File: src/rtl/fp32_div_seq.sv
// ============================================================================
// fp32_div_seq : sequential IEEE-754 single-precision divider, round-to-zero.
//   Restoring mantissa division, one quotient bit per cycle.
// Revision: 1.0
// ============================================================================
`default_nettype none

module fp32_div_seq #(
   parameter int ITERS = 25
) (
   input  logic        clk,
   input  logic        rst,
   input  logic        in_valid,
   output logic        in_ready,
   input  logic [31:0] dividend,
   input  logic [31:0] divisor,
   output logic        out_valid,
   input  logic        out_ready,
   output logic [31:0] quotient,
   output logic        div_by_zero,
   output logic        invalid,
   output logic        busy
);

   typedef enum logic [1:0] {
      IDLE   = 2'd0,
      DIVIDE = 2'd1,
      NORM   = 2'd2,
      DONE   = 2'd3
   } state_t;

   localparam logic [4:0] LAST_ITER = 5'(ITERS - 1);

   state_t      state;
   logic        sign;
   logic [7:0]  ea;
   logic [7:0]  eb;
   logic [23:0] mb;
   logic [25:0] r;
   logic [24:0] q;
   logic [4:0]  cnt;

   // Operand classification on the live input buses (only used in IDLE)
   logic        a_zero, a_inf, a_nan, b_zero, b_inf, b_nan, in_sign;
   logic        spec_hit, spec_dbz, spec_inv;
   logic [31:0] spec_q;

   always_comb begin
      a_zero   = (dividend[30:23] == 8'h00);
      a_inf    = (dividend[30:23] == 8'hFF) && (dividend[22:0] == 23'h0);
      a_nan    = (dividend[30:23] == 8'hFF) && (dividend[22:0] != 23'h0);
      b_zero   = (divisor[30:23] == 8'h00);
      b_inf    = (divisor[30:23] == 8'hFF) && (divisor[22:0] == 23'h0);
      b_nan    = (divisor[30:23] == 8'hFF) && (divisor[22:0] != 23'h0);
      in_sign  = dividend[31] ^ divisor[31];
      spec_hit = 1'b1;
      spec_dbz = 1'b0;
      spec_inv = 1'b0;
      spec_q   = 32'h0;
      if (a_nan || b_nan || (a_zero && b_zero) || (a_inf && b_inf)) begin
         spec_q   = 32'h7FC0_0000;
         spec_inv = 1'b1;
      end else if (a_inf) begin
         spec_q = {in_sign, 8'hFF, 23'h0};
      end else if (b_inf) begin
         spec_q = {in_sign, 31'h0};
      end else if (b_zero) begin
         spec_q   = {in_sign, 8'hFF, 23'h0};
         spec_dbz = 1'b1;
      end else if (a_zero) begin
         spec_q = {in_sign, 31'h0};
      end else begin
         spec_hit = 1'b0;
      end
   end

   // Restoring step and normalize/pack datapath
   logic [25:0]        r_sub;
   logic               r_ge;
   logic signed [9:0]  norm_e;
   logic [22:0]        norm_m;
   logic [31:0]        norm_q;

   always_comb begin
      r_sub  = r - {2'b00, mb};
      r_ge   = (r >= {2'b00, mb});
      norm_e = $signed({2'b00, ea}) - $signed({2'b00, eb})
               + (q[24] ? 10'sd127 : 10'sd126);
      norm_m = q[24] ? q[23:1] : q[22:0];
      if (norm_e >= 10'sd255)
         norm_q = {sign, 8'hFF, 23'h0};
      else if (norm_e <= 10'sd0)
         norm_q = {sign, 31'h0};
      else
         norm_q = {sign, norm_e[7:0], norm_m};
   end

   always_ff @(posedge clk) begin
      if (rst) begin
         state       <= IDLE;
         in_ready    <= 1'b1;
         out_valid   <= 1'b0;
         busy        <= 1'b0;
         quotient    <= 32'h0;
         div_by_zero <= 1'b0;
         invalid     <= 1'b0;
         sign        <= 1'b0;
         ea          <= 8'h0;
         eb          <= 8'h0;
         mb          <= 24'h0;
         r           <= 26'h0;
         q           <= 25'h0;
         cnt         <= 5'h0;
      end else begin
         case (state)
            IDLE: begin
               if (in_valid) begin
                  sign        <= in_sign;
                  ea          <= dividend[30:23];
                  eb          <= divisor[30:23];
                  mb          <= {1'b1, divisor[22:0]};
                  r           <= {3'b001, dividend[22:0]};
                  q           <= 25'h0;
                  cnt         <= 5'h0;
                  div_by_zero <= 1'b0;
                  invalid     <= 1'b0;
                  in_ready    <= 1'b0;
                  busy        <= 1'b1;
                  if (spec_hit) begin
                     quotient    <= spec_q;
                     div_by_zero <= spec_dbz;
                     invalid     <= spec_inv;
                     out_valid   <= 1'b1;
                     state       <= DONE;
                  end else begin
                     state <= DIVIDE;
                  end
               end
            end
            DIVIDE: begin
               if (r_ge) begin
                  q <= {q[23:0], 1'b1};
                  r <= {r_sub[24:0], 1'b0};
               end else begin
                  q <= {q[23:0], 1'b0};
                  r <= {r[24:0], 1'b0};
               end
               cnt <= cnt + 5'd1;
               if (cnt == LAST_ITER)
                  state <= NORM;
            end
            NORM: begin
               quotient  <= norm_q;
               out_valid <= 1'b1;
               state     <= DONE;
            end
            DONE: begin
               if (out_ready) begin
                  out_valid <= 1'b0;
                  in_ready  <= 1'b1;
                  busy      <= 1'b0;
                  state     <= IDLE;
               end
            end
            default: state <= IDLE;
         endcase
      end
   end

endmodule

`default_nettype wire

File: config.mk
export PLATFORM = sky130hd
export DESIGN_NAME = fp32_div_seq
export DESIGN_NICKNAME = d
export VERILOG_FILES = /design/src/rtl/fp32_div_seq.sv
export SDC_FILE = /design/constraint.sdc
export NUM_CORES = 1
export LEC_CHECK = 0
export CORE_ASPECT_RATIO = 0.5
export CORE_UTILIZATION = 23
export CTS_CLUSTER_SIZE = 8
export DETAILED_ROUTE_END_ITERATION = 8
export GPL_ROUTABILITY_DRIVEN = 0
export GPL_TIMING_DRIVEN = 1
export PLACE_DENSITY = 0.44
export SLEW_MARGIN = 20
export SYNTH_ARGS = -nofsm -noshare
export SYNTH_HDL_FRONTEND = slang
export SYNTH_SLANG_ARGS = --single-unit
File: constraint.sdc
create_clock -name clk -period 4.8 [get_ports clk]
set_input_delay 0.72 -clock clk [delete_from_list [all_inputs] [get_ports clk]]
set_output_delay 0.72 -clock clk [all_outputs]
set_load 0.01 [all_outputs]
==> flow_metrics.tcl, run 1 <==
set metrics [dict create \
    dieArea_mm2 0.03580 \
    cp.arrival_ns 3.86 \
    portBuffers 104 \
    core_area_mm2 0.03447 \
    ctsLongestPathBuffers 2 \
    place_ws_ns 0.7109 \
    p_per_area_mw_per_mm2 728.6 \
    path_class "input pin to register" \
    grt_use_met3 0.02662 \
    ctsHtreeMaxLevel 4 \
    yosysTopAreaCellShare 0.3382 \
    hold_class "register to register" \
    route.vias.total 7555 \
    outcome "complete, no violations" \
    drt-total-wl_um 25270 \
    synth_area_per_cell_um2 8.034 \
    async_reset_ff_frac 0 \
    syn2layout_area_growth_pct 26.13 \
    endpoint_kind "register" \
    grt_pass1_vias 7419 \
    synthTopCellsByArea "dfxtp_1, ha_1, nand2_1" \
    cts-root-buf "clkbuf_16" \
    cp-start-kind "input pin" \
    ant_nets 0 \
    grt.total_usage 0.1433 \
    row_count 48 \
    multi_input_area_mm2 0.004901 \
    tns_ns 0 \
    synthSimpleGateAreaFrac 0.2003 \
    syn_nets 1112 \
    antenna_found_initial 0 \
    synth_xor_area_frac 0.03342 \
    yosysSeqAreaShare 0.3382 \
    synth.cell_area_mm2 0.008050 \
    synth_cells 1002 \
    detail_route.wl_per_cell_um 16.14 \
    holdBufCountCts 0 \
    worstSkewPairLatency_ns 0.44 \
    finalHoldViolCount 0 \
    fin_util 0.2945 \
    timing.hold.ws_ns 0.4584 \
    busiest_layer "met2" \
    synth_fa_ha_area_frac 0.06714 \
    clk_pin_slew_worst_paths_ns 0.07 \
    grt_max_degree 55 \
    route.detailed.drc 0 \
    worst_pin_slew_ns 1.070 \
    slew_headroom 0.2840 \
    cts_resized 0 \
    path_max_fanout 7 \
    skew_ns 0.01166 \
    drv_slew 0 \
    synthFlopType "dfxtp_1" \
    setup_ws_ns 1.228 \
    synth_mux_area_frac 0.04259 \
    ys.warnings.count 0 \
    synth-edff-count 0 \
    drive_above_1_share 0.06416 \
    cts_made_buffers 17 \
    cp.required_ns 5.09 \
    start_util 0.2335 \
    grt_pass1_wl_um 40370 \
    numClockSinks 136 \
    cts_tree "built" \
    post-synth-top-area-cell "dfxtp_1" \
    setup_viol 0 \
    final_nets 1189 \
    regArea_mm2 0.002723 \
    rsz0062_at_grt "no" \
    synth_cell_type_count 66 \
    ir_worst_vdd_mv 0.3402 \
    leakagePower_uw 0.003574 \
    fmax_ghz 0.2800 \
    die-height_um 134.3 \
    synth_compound_area_frac 0.2633 \
    fin_crit_sh 0.7441 \
    fillers 3745 \
    cap_violations 0 \
    grt_overflow 0 \
    io-pin-count 105 \
    place.detailed.hpwl_um 18620 \
    met1_usage 0.1895 \
    post_cts_buffers 0 \
    min_period_ns 3.572 \
    synth_top_family_by_area "compound AO/OA/AOI/OAI gates" \
    gr-usage-met2 0.2367 \
    die_x_um 266.6 \
    drtIter0Drc 496 \
    diodes 0 \
    viasPerCell 4.824 \
    drt_first_pass_iters 4 \
    ys_ff_latch 136 \
]
[layout by cell type (no fill, tap or decap), types with 5 or more instances in the layout]
cell type / count
dfxtp_1: 136
nand2_1: 133
clkdlybuf4s50_1: 103
nor2_1: 85
a21oi_1: 79
inv_1: 53
a22oi_1: 52
ha_1: 40
mux2i_1: 32
o31ai_1: 27
or3_1: 27
a21o_1: 23
o21ai_0: 22
nor3_1: 19
nor4_1: 18
o22ai_1: 17
clkbuf_16: 17
nand3_1: 15
xor2_1: 15
a31oi_1: 14
buf_4: 13
a211oi_1: 12
xnor2_1: 12
nand4_1: 10
and2_1: 9
and3_1: 8
o21a_1: 7
o21bai_1: 6
or2_2: 5
nand2b_1: 5
a2111oi_1: 5
inv_6: 5
[state kept, by name (all words and copies together) (netlist names)]
signal	cells
quotient	32
sign	1
mb	24
div_by_zero	1
cnt	5
r	26
eb	8
invalid	1
out_valid	1
q	25
in_ready	1
state	2
busy	1
ea	8
[cell usage after synthesis (3+ instances only)]
master / instances
nand3_1: 15
a2111oi_0: 3
nor2_1: 85
a21o_1: 23
and2_1: 9
nand4_1: 10
o21ai_0: 22
buf_2: 3
a211oi_1: 12
o21bai_1: 6
a21oi_2: 4
o31ai_1: 27
a2111oi_1: 5
nor4_1: 18
nor3_1: 20
mux2i_1: 32
o21a_1: 7
o22ai_1: 17
a31oi_1: 14
a221oi_1: 3
a21oi_1: 80
inv_1: 53
xnor2_1: 12
clkbuf_1: 46
nand2b_1: 5
xor2_1: 15
nand2_1: 133
or3_1: 27
or2_2: 5
buf_1: 5
a22oi_1: 52
and3_1: 8
dfxtp_1: 136
ha_1: 40
nor2b_1: 4
[cell type report]
cell class | count | area share
clock buffers | 19 | 0.04362
repair buffers | 116 | 0.1112
inverters | 53 | 0.01959
multi-input cells | 755 | 0.4827
flip-flops and latches | 136 | 0.2681
clock inverters | 12 | 0.01627
well taps | 475 | 0.05853
[critical path: stages]
cell	delay (ns)
clkdlybuf4s50_1	0.42
nor4_1	0.86
nand4_1	0.36
o21ai_0	0.24
and3_1	0.31
a31oi_1	0.16
or2_2	0.36
nor2_1	0.33
a2111oi_1	0.11
[where the power goes]
group          switching [uW]  internal, uW  total [uW]  leakage, uW
Sequential                166          1340        1510      0.00111
Clock                     560           837        1400     0.000287
Combinational            2780          1710        4490      0.00218
[per-layer routing]
layer | vias up | wire (um)
met5 | - | 0
met3 | 21 | 689
li1 | 3805 | -
met1 | 3627 | 12410
met4 | 0 | 334
met2 | 102 | 11840
[worst paths after layout]
path | cells after the start | endpoint | from | slack (ns)
setup / recovery | 9 | quotient[25] | divisor[17] | 1.23
hold reg to reg | 2 | quotient[16] | quotient[16] | 0.46
hold / removal | 2 | quotient[16] | quotient[16] | 0.46
setup reg to reg | 11 | r[4] | mb[6] | 1.25
[logic make-up after synthesis]
kind of cell / count (synthesis)
AND/OR/NAND/NOR: 348
AO/OA/AOI/OAI: 303
flip-flops: 136
buffers and inverters: 111
adder cells (fa/ha/maj): 42
multiplexers: 33
XOR/XNOR: 29
[per-stage QoR]
step           area (um^2)  cells  total power (uW)
2_1_floorplan         8050   1002              4850
3_3_place_gp          9545   1535              5985
3_5_place_dp          9545   1535              5991
4_1_cts              10150   1566              7428
5_1_grt              10150   1566              8007
6_report             10150   1566              7398
Note: power is estimated with default switching activity, not from simulation.
==> run 2: changes to the inputs <==
- clock period: 4.8 -> 3.5 ns (I/O delays scaled with it)
==> run 2 against run 1 <==
Global-route usage barely moved. Critical endpoint is now quotient[22]. Critical path type is now register to register. Combinational power rose by 43%. Critical path depth rose by 2. Via count rose by 0.93%. Count of clock-buffer cells in the layout fell by 1. Final cell count rose by 1.3%. Clock power rose by 33%. First-iteration DRC count rose by 10%. Die area did not move.
==> flow_metrics.tcl, run 2 (synthesis gave the netlist of run 1 again) <==
set metrics [dict create \
    syn2layout_area_growth_pct 28.13 \
    start_util 0.2335 \
    worstSkewPairLatency_ns 0.45 \
    route.vias.total 7625 \
    drt_first_pass_iters 7 \
    dieArea_mm2 0.03580 \
    p_switching_uw 4889 \
    cp_num_buf_inv 2 \
    path_class "register to register" \
    grt_pass1_vias 7442 \
    drtIter0Drc 546 \
    timing.hold.ws_ns 0.4545 \
    ctsHtreeMaxLevel 4 \
    drive_above_1_share 0.08273 \
    rsz0062_at_grt "no" \
    fin_cells 1587 \
    place.detailed.hpwl_um 18950 \
    route.detailed.drc 0 \
    die_x_um 266.6 \
    regMostFlops "quotient" \
    clk_pin_slew_worst_paths_ns 0.07 \
    cts_made_buffers 17 \
    cp.arrival_ns 3.53 \
    outcome "complete, no violations" \
    worst_pin_slew_ns 0.9144 \
    cts-root-buf "clkbuf_16" \
    cts_tree "built" \
    min_period_ns 3.223 \
    io-pin-count 105 \
    path_max_fanout 23 \
    fin_util 0.2992 \
    skew_ns 0.008148 \
    slew_headroom 0.3891 \
    final_common_cell "dfxtp_1" \
    cp_slowest_stage_delay_ns 0.47 \
    cap_violations 0 \
    switching_share 0.4723 \
    p_clk_frac 0.180 \
    grt_max_degree 66 \
    slowest_stage "a21bo_2" \
    holdBufCountCts 0 \
    largest_reg_flops 32 \
    grt_pass1_wl_um 40380 \
    diodes 0 \
    dpl.cell_count 1555 \
    core_area_mm2 0.03447 \
    ctsLongestPathBuffers 2 \
    fin_crit_sh 0.9208 \
    viasPerCell 4.805 \
    portBuffers 104 \
    fillers 3744 \
    drt-total-wl_um 25350 \
    setup_ws_ns 0.2772 \
    post_cts_buffers 0 \
    final_nets 1209 \
    ant_nets 0 \
    p_int_uw 5462 \
    combPwrFrac 0.620 \
    fmax_ghz 0.3103 \
    detail_route.wl_per_cell_um 15.97 \
    cts_resized 0 \
    critPathTopFamily "compound AO/OA/AOI/OAI gates" \
    place_ws_ns 0.1463 \
    endpoint_kind "register" \
    hold_class "register to register" \
    finalHoldViolCount 0 \
    grt_overflow 0 \
    cp.required_ns 3.81 \
    die-height_um 134.3 \
    antenna_found_initial 0 \
    cp-start-kind "register" \
    power_frac_seq 0.200 \
    leakagePower_uw 0.003685 \
    setup_viol 0 \
    p_per_area_mw_per_mm2 1003 \
    final_cell_mix "dfxtp_1, nand2_1, clkdlybuf4s50_1" \
    reg.largest.list "quotient: 32 flops, r: 26 flops, q: 25 flops" \
    drv_slew 0 \
    crit_path_frequent_cell "inv_1" \
    numClockSinks 136 \
    grt.total_usage 0.1437 \
    crit_chain "inv_1 -> ha_1 -> inv_1 -> fa_1 -> xnor2_1 -> nand3_1 -> or3_1 -> a211oi_1 -> a21o_1 -> a21bo_2 -> o32ai_1" \
    row_count 48 \
    ir_worst_vdd_mv 0.6501 \
    tns_ns 0 \
]
## run 2: path summary, 6_finish.rpt
path / from / end / slack, ns / cells after the start
hold reg to reg: eb[1] / eb[1] / 0.45 / 2
hold / removal: eb[1] / eb[1] / 0.45 / 2
setup reg to reg: ea[0] / quotient[22] / 0.28 / 11
setup / recovery: ea[0] / quotient[22] / 0.28 / 11
## run 2: stage by stage
stage	power [uW]	instance area (um^2)
global route	11170	10310
floorplan	6651	8050
CTS	10380	10310
finish	10350	10310
global placement	8462	9721
detailed placement	8473	9721
## run 2: layout make-up
class                   count  area (um^2)  area share
clock buffers              18        439.2     0.04258
clock inverters            14        155.1     0.01504
inverters                  53        198.9     0.01929
multi-input cells         755         4901      0.4751
flip-flops and latches    136         2723      0.2639
well taps                 475        594.3     0.05762
repair buffers            136         1304      0.1264
## run 2: metal layers
| layer | track usage | up-vias | routed length, um |
|---|---|---|---|
| met5 | 0 | - | 0 |
| met4 | 0.05651 | 0 | 584 |
| met3 | 0.02919 | 31 | 841 |
| met2 | 0.2342 | 114 | 11640 |
| met1 | 0.1860 | 3645 | 12280 |
| li1 | - | 3835 | - |
## run 2: worst register-to-register path, stage by stage (launching register included)
cell and delay, ns:
dfxtp_1 0.31, inv_1 0.05, ha_1 0.15, inv_1 0.05, fa_1 0.43, xnor2_1 0.29, nand3_1 0.29, or3_1 0.38
a211oi_1 0.29, a21o_1 0.20, a21bo_2 0.47, o32ai_1 0.17
## run 2: power by group through the flow
stage	registers [uW]	clock network, uW	logic, uW
2_1_floorplan	2050	0	4610
3_3_place_gp	2100	0	6370
3_5_place_dp	2100	0	6370
4_1_cts	2070	1900	6410
5_1_grt	2110	1960	7110
6_report	2070	1860	6420
